==> src/rtl/mem_port_arbiter.sv <==
// Arbiter sharing one 64-bit single-port memory between the fetch port and the
// load/store port, with bounded data streaks, memory timeout and registered acks.
module mem_port_arbiter #(
  parameter int ADDR_BITS    = 6,
  parameter int MAX_D_STREAK = 4,
  parameter int TIMEOUT      = 16
) (
  input  logic                 clk,
  input  logic                 rst_n,
  input  logic                 i_req,
  input  logic [ADDR_BITS-1:0] i_addr,
  output logic [31:0]          i_rdata,
  output logic                 i_ack,
  input  logic                 d_req,
  input  logic                 d_we,
  input  logic [ADDR_BITS-1:0] d_addr,
  input  logic [63:0]          d_wdata,
  output logic [63:0]          d_rdata,
  output logic                 d_ack,
  output logic                 err,
  output logic                 stall,
  output logic                 m_req,
  output logic                 m_we,
  output logic [ADDR_BITS-4:0] m_addr,
  output logic [63:0]          m_wdata,
  input  logic [63:0]          m_rdata,
  input  logic                 m_ready
);

  localparam logic [1:0] S_IDLE  = 2'd0;
  localparam logic [1:0] S_GNT_I = 2'd1;
  localparam logic [1:0] S_GNT_D = 2'd2;
  localparam logic [1:0] S_RESP  = 2'd3;

  logic [1:0]           r_state;
  logic [3:0]           r_streak;
  logic [7:0]           r_timeout;
  logic                 r_gntD;
  logic                 r_iHalf;
  logic                 r_timedOut;
  logic [63:0]          r_word;
  logic                 r_mReq;
  logic                 r_mWe;
  logic [ADDR_BITS-4:0] r_mAddr;
  logic [63:0]          r_mWdata;
  logic                 r_iAck;
  logic                 r_dAck;
  logic                 r_err;
  logic [31:0]          r_iRdata;
  logic [63:0]          r_dRdata;

  logic w_ackBusy;
  logic w_pickD;
  logic w_unusedBits;

  // The ack cycle still shows the old request, so arbitration waits one cycle.
  assign w_ackBusy    = r_iAck | r_dAck;
  assign w_pickD      = d_req & (~i_req | (r_streak < 4'(MAX_D_STREAK)));
  assign w_unusedBits = &{1'b0, i_addr[1:0], d_addr[2:0]};

  always_ff @(posedge clk) begin
    if (!rst_n) begin
      r_state    <= S_IDLE;
      r_streak   <= '0;
      r_timeout  <= '0;
      r_gntD     <= 1'b0;
      r_iHalf    <= 1'b0;
      r_timedOut <= 1'b0;
      r_word     <= '0;
      r_mReq     <= 1'b0;
      r_mWe      <= 1'b0;
      r_mAddr    <= '0;
      r_mWdata   <= '0;
      r_iAck     <= 1'b0;
      r_dAck     <= 1'b0;
      r_err      <= 1'b0;
      r_iRdata   <= '0;
      r_dRdata   <= '0;
    end else begin
      r_iAck   <= 1'b0;
      r_dAck   <= 1'b0;
      r_err    <= 1'b0;
      r_iRdata <= '0;
      r_dRdata <= '0;
      case (r_state)
        S_IDLE: begin
          r_timeout <= '0;
          if (!w_ackBusy) begin
            if (w_pickD) begin
              r_state  <= S_GNT_D;
              r_gntD   <= 1'b1;
              r_mReq   <= 1'b1;
              r_mWe    <= d_we;
              r_mAddr  <= d_addr[ADDR_BITS-1:3];
              r_mWdata <= d_wdata;
              r_streak <= i_req ? r_streak + 4'd1 : 4'd0;
            end else if (i_req) begin
              r_state  <= S_GNT_I;
              r_gntD   <= 1'b0;
              r_iHalf  <= i_addr[2];
              r_mReq   <= 1'b1;
              r_mWe    <= 1'b0;
              r_mAddr  <= i_addr[ADDR_BITS-1:3];
              r_mWdata <= '0;
              r_streak <= '0;
            end else begin
              r_streak <= '0;
            end
          end
        end
        S_GNT_I, S_GNT_D: begin
          // m_ready is checked first so a late response beats the timeout.
          if (m_ready) begin
            r_word     <= m_rdata;
            r_timedOut <= 1'b0;
            r_mReq     <= 1'b0;
            r_state    <= S_RESP;
          end else if (r_timeout == 8'(TIMEOUT - 1)) begin
            r_word     <= '0;
            r_timedOut <= 1'b1;
            r_mReq     <= 1'b0;
            r_state    <= S_RESP;
          end else begin
            r_timeout <= r_timeout + 8'd1;
          end
        end
        default: begin
          r_err   <= r_timedOut;
          r_state <= S_IDLE;
          if (r_gntD) begin
            r_dAck   <= 1'b1;
            r_dRdata <= r_mWe ? 64'd0 : r_word;
          end else begin
            r_iAck   <= 1'b1;
            r_iRdata <= r_iHalf ? r_word[63:32] : r_word[31:0];
          end
        end
      endcase
    end
  end

  assign i_ack   = r_iAck;
  assign d_ack   = r_dAck;
  assign err     = r_err;
  assign i_rdata = r_iRdata;
  assign d_rdata = r_dRdata;
  assign m_req   = r_mReq;
  assign m_we    = r_mWe;
  assign m_addr  = r_mAddr;
  assign m_wdata = r_mWdata;
  assign stall   = (i_req & ~r_iAck) | (d_req & ~r_dAck);

endmodule

==> config.mk <==
export PLATFORM = sky130hd
export DESIGN_NAME = mem_port_arbiter
export DESIGN_NICKNAME = d
export VERILOG_FILES = /design/src/rtl/mem_port_arbiter.sv
export SDC_FILE = /design/constraint.sdc
export NUM_CORES = 1
export LEC_CHECK = 0
export ABC_AREA = 0
export BUFFER_PORTS_ARGS = -buffer_cell sky130_fd_sc_hd__buf_4
export CAP_MARGIN = 20
export CORE_AREA = 2 2 146 148
export DETAILED_ROUTE_END_ITERATION = 7
export DIE_AREA = 0 0 148 150
export PLACE_DENSITY = 0.69
export SLEW_MARGIN = 20
export SYNTH_ARGS = -nofsm -noshare
export SYNTH_HDL_FRONTEND = slang
export SYNTH_SLANG_ARGS = --single-unit
==> constraint.sdc <==
create_clock -name clk -period 2.39 [get_ports clk]
set_clock_uncertainty 0.1 [all_clocks]
set_input_delay 0.1195 -clock clk [delete_from_list [all_inputs] [get_ports clk]]
set_output_delay 0.1195 -clock clk [all_outputs]
set_load 0.01 [all_outputs]
==> impl_metrics.py <==
metrics = {
    "grt": {
        "grt_util_all_layers": 0.208,
        "grt.busiest_layer": "met2",
        "grt-ovfl-total": 0,
        "grt_max_degree": 67,
        "first_global_vias": 7299,
        "use_met1": 0.249,
        "grt_pass1_wl_um": 37500,
        "antenna_found_initial": 0,
        "use_met3": 0.0530,
        "grt_use_met2": 0.365,
    },
    "floorplanning": {
        "die_w_um": 148,
        "core_mm2": 0.0207,
        "fp.dieH_um": 150,
        "start_util": 0.394,
        "die_area_mm2": 0.0222,
        "ios": 315,
        "placementRows": 53,
    },
    "clocking": {
        "cts_tree": "built",
        "postCtsSetupBuffers": 0,
        "root_buffer": "clkbuf_16",
        "clk_latency_ns": 0.52,
        "numClockSinks": 249,
        "cts-buffers-inserted": 26,
        "clockBufferDepth": 3,
        "htreeDepth": 1,
        "clk_pin_slew_ns": 0.06,
    },
    "job": {
        "drv_cap": 0,
    },
    "routing": {
        "drt_first_pass_iters": 5,
        "viasPerCell": 4.89,
        "vias": 7197,
        "drc": 0,
        "drt-wirelength-per-cell_um": 16.5,
        "antenna_left": 0,
        "drt_iter0_drc": 323,
        "wirelength_um": 24300,
    },
    "power_and_ir_drop": {
        "pwr-share-comb": 0.278,
        "swShare": 0.311,
        "power_switching_mw": 3.94,
        "seq_power_share": 0.407,
        "p_int_mw": 8.72,
        "power_density_mw_per_mm2": 972,
        "ir_drop_v": 0.000648,
        "leakagePower_nw": 5.70,
        "p_clk_frac": 0.316,
    },
    "timing": {
        "max_freq_ghz": 0.453,
        "maxSlewViolCount": 0,
        "fin_crit_sh": 0.923,
        "hold_viol": 0,
        "finalSetupViolCount": 0,
        "tns_ns": 0,
        "min_period_ns": 2.21,
        "worst_pin_slew_ns": 0.767,
        "slew_headroom": 0.488,
        "rsz0062_at_grt": "false",
    },
    "layout": {
        "final_common_cell": "buf_4",
        "fillers": 1604,
        "syn2layout_area_growth_pct": 59.8,
        "finalNonFillerCells": 1473,
        "final_cell_mix": "buf_4, dfxtp_1, dlygate4sd3_1",
        "nets": 1331,
        "drive_gt1_frac": 0.318,
    },
    "setup_path": {
        "critPathKind": "register to register",
        "cp_max_fo": 25,
        "cp.required_ns": 2.76,
        "crit_arrival_ns": 2.57,
        "end_kind": "register",
        "start_kind": "register",
    },
    "place": {
        "routabilityCongestion": 0.771,
        "io_buffers": 309,
        "hpwl_um": 14800,
        "dp_cells": 1284,
    },
    "yosys": {
        "synth_seq_cells": 249,
        "synth_top_flop_cell": "dfxtp_1",
        "synth_warnings": 0,
        "synth_cell_type_count": 49,
        "synth_fp_nets": 892,
        "async_flop_share": 0,
        "seq_area_frac_synth": 0.612,
        "syn_inst": 740,
        "syn_area_mm2": 0.00815,
        "syn_area_per_cell_um2": 11.0,
        "synth_edf_count": 0,
    },
    "min_path": {
        "hold_path.class": "primary input to register",
    },
    "outcome": {
        "status": "complete, no violations",
    },
}
[synth_stat cells (6+ instances only)]
master,n,area share
dfxtp_1,249,0.61
nor2_1,104,0.048
and2_1,67,0.051
a22oi_1,65,0.060
a22o_1,64,0.069
mux2i_1,35,0.043
clkbuf_1,22,0.010
nand2_1,18,0.0083
buf_2,9,0.0055
a21oi_1,7,0.0043
o21ai_0,7,0.0043
buf_1,6,0.0028
buf_4,6,0.0055
buf_6,6,0.0083
clkbuf_2,6,0.0037
ha_1,6,0.0092
nand3_1,6,0.0037
nand4_1,6,0.0046
[metal layers]
metal,routed length (um),part of all wire,vias up
met4,625,0.026,0
met5,0,0,-
met3,1830,0.075,44
met2,12000,0.49,290
met1,9870,0.41,3393
li1,-,-,3470
[registers in the layout, summed over array words and instances (netlist names), 2 cells and up]
register and cells:
d_rdata 64, m_wdata 64, r_word 64, i_rdata 32, r_timeout 8, r_streak 4
m_addr 3, r_state 2
[what timing repair did]
action | 4_1_cts | 5_1_grt
hold buffers | 142 | 0
endpoints found under the setup margin | 0 | 64
resized for setup | 0 | 2
hold endpoints to repair | 148 | 0
[metrics by stage]
step / total power [mW] / worst slack (ns) / hold slack [ns] / utilization / instance area (um2)
global placement: 8.42 / 0.220 / 0.236 / 0.519 / 10700
CTS: 12.7 / 0.118 / 0.237 / 0.629 / 13000
floorplan: 7.18 / 0.494 / 0.120 / - / 8150
global route: 13.3 / 0.0358 / 0.248 / 0.629 / 13000
detailed placement: 8.47 / 0.144 / 0.240 / 0.519 / 10700
finish: 12.7 / 0.184 / 0.256 / 0.629 / 13000
[area by class of cell]
| cell class | instances | area [um2] | area share |
|---|---|---|---|
| flip-flops and latches | 249 | 4990 | 0.383 |
| repair buffers | 466 | 3940 | 0.303 |
| multi-input cells | 430 | 2880 | 0.221 |
| clock buffers | 31 | 679 | 0.0522 |
| well taps | 275 | 344 | 0.0264 |
| clock inverters | 15 | 164 | 0.0126 |
| inverters | 6 | 22.5 | 0.00173 |
| diodes | 1 | 2.50 | 0.000192 |
[power by group through the flow]
stage | Combinational [mW] | Clock [mW] | Sequential [mW]
after floorplan | 1.94 | 0 | 5.24
after global placement | 3.23 | 0 | 5.19
after detailed placement | 3.27 | 0 | 5.21
after CTS | 3.48 | 4.08 | 5.13
after global routing | 3.80 | 4.25 | 5.22
final | 3.51 | 4.00 | 5.15
[kinds of logic (layout without fill, tap and decap cells)]
family                     after synthesis  after routing  synth area share
AOI/OAI and AO/OA                      163            163             0.157
adders and majority gates                6              6           0.00922
and+or+nand+nor                        224            224             0.137
xor gates and xnor gates                 1              1           0.00108
buffers and inverters                   61            518            0.0387
DFF                                    249            249             0.612
muxes                                   36             36            0.0444
other                                    0              1                 0
[worst paths after layout]
path,startpoint,to,slack [ns],cells after the start
setup / recovery,r_state[0],r_word[32],0.18,5
hold reg to reg,r_streak[2],r_streak[2],0.36,2
setup reg to reg,r_state[0],r_word[32],0.18,5
hold / removal,m_rdata[56],r_word[56],0.26,3
[worst max-delay path, cell delays in order (launching register included)]
cell     delay [ns]
dfxtp_1        0.38
inv_1          0.08
ha_1           0.40
a21oi_4        0.65
buf_4          0.35
a22o_1         0.16
No activity file was read; power rests on OpenSTA's default activity.
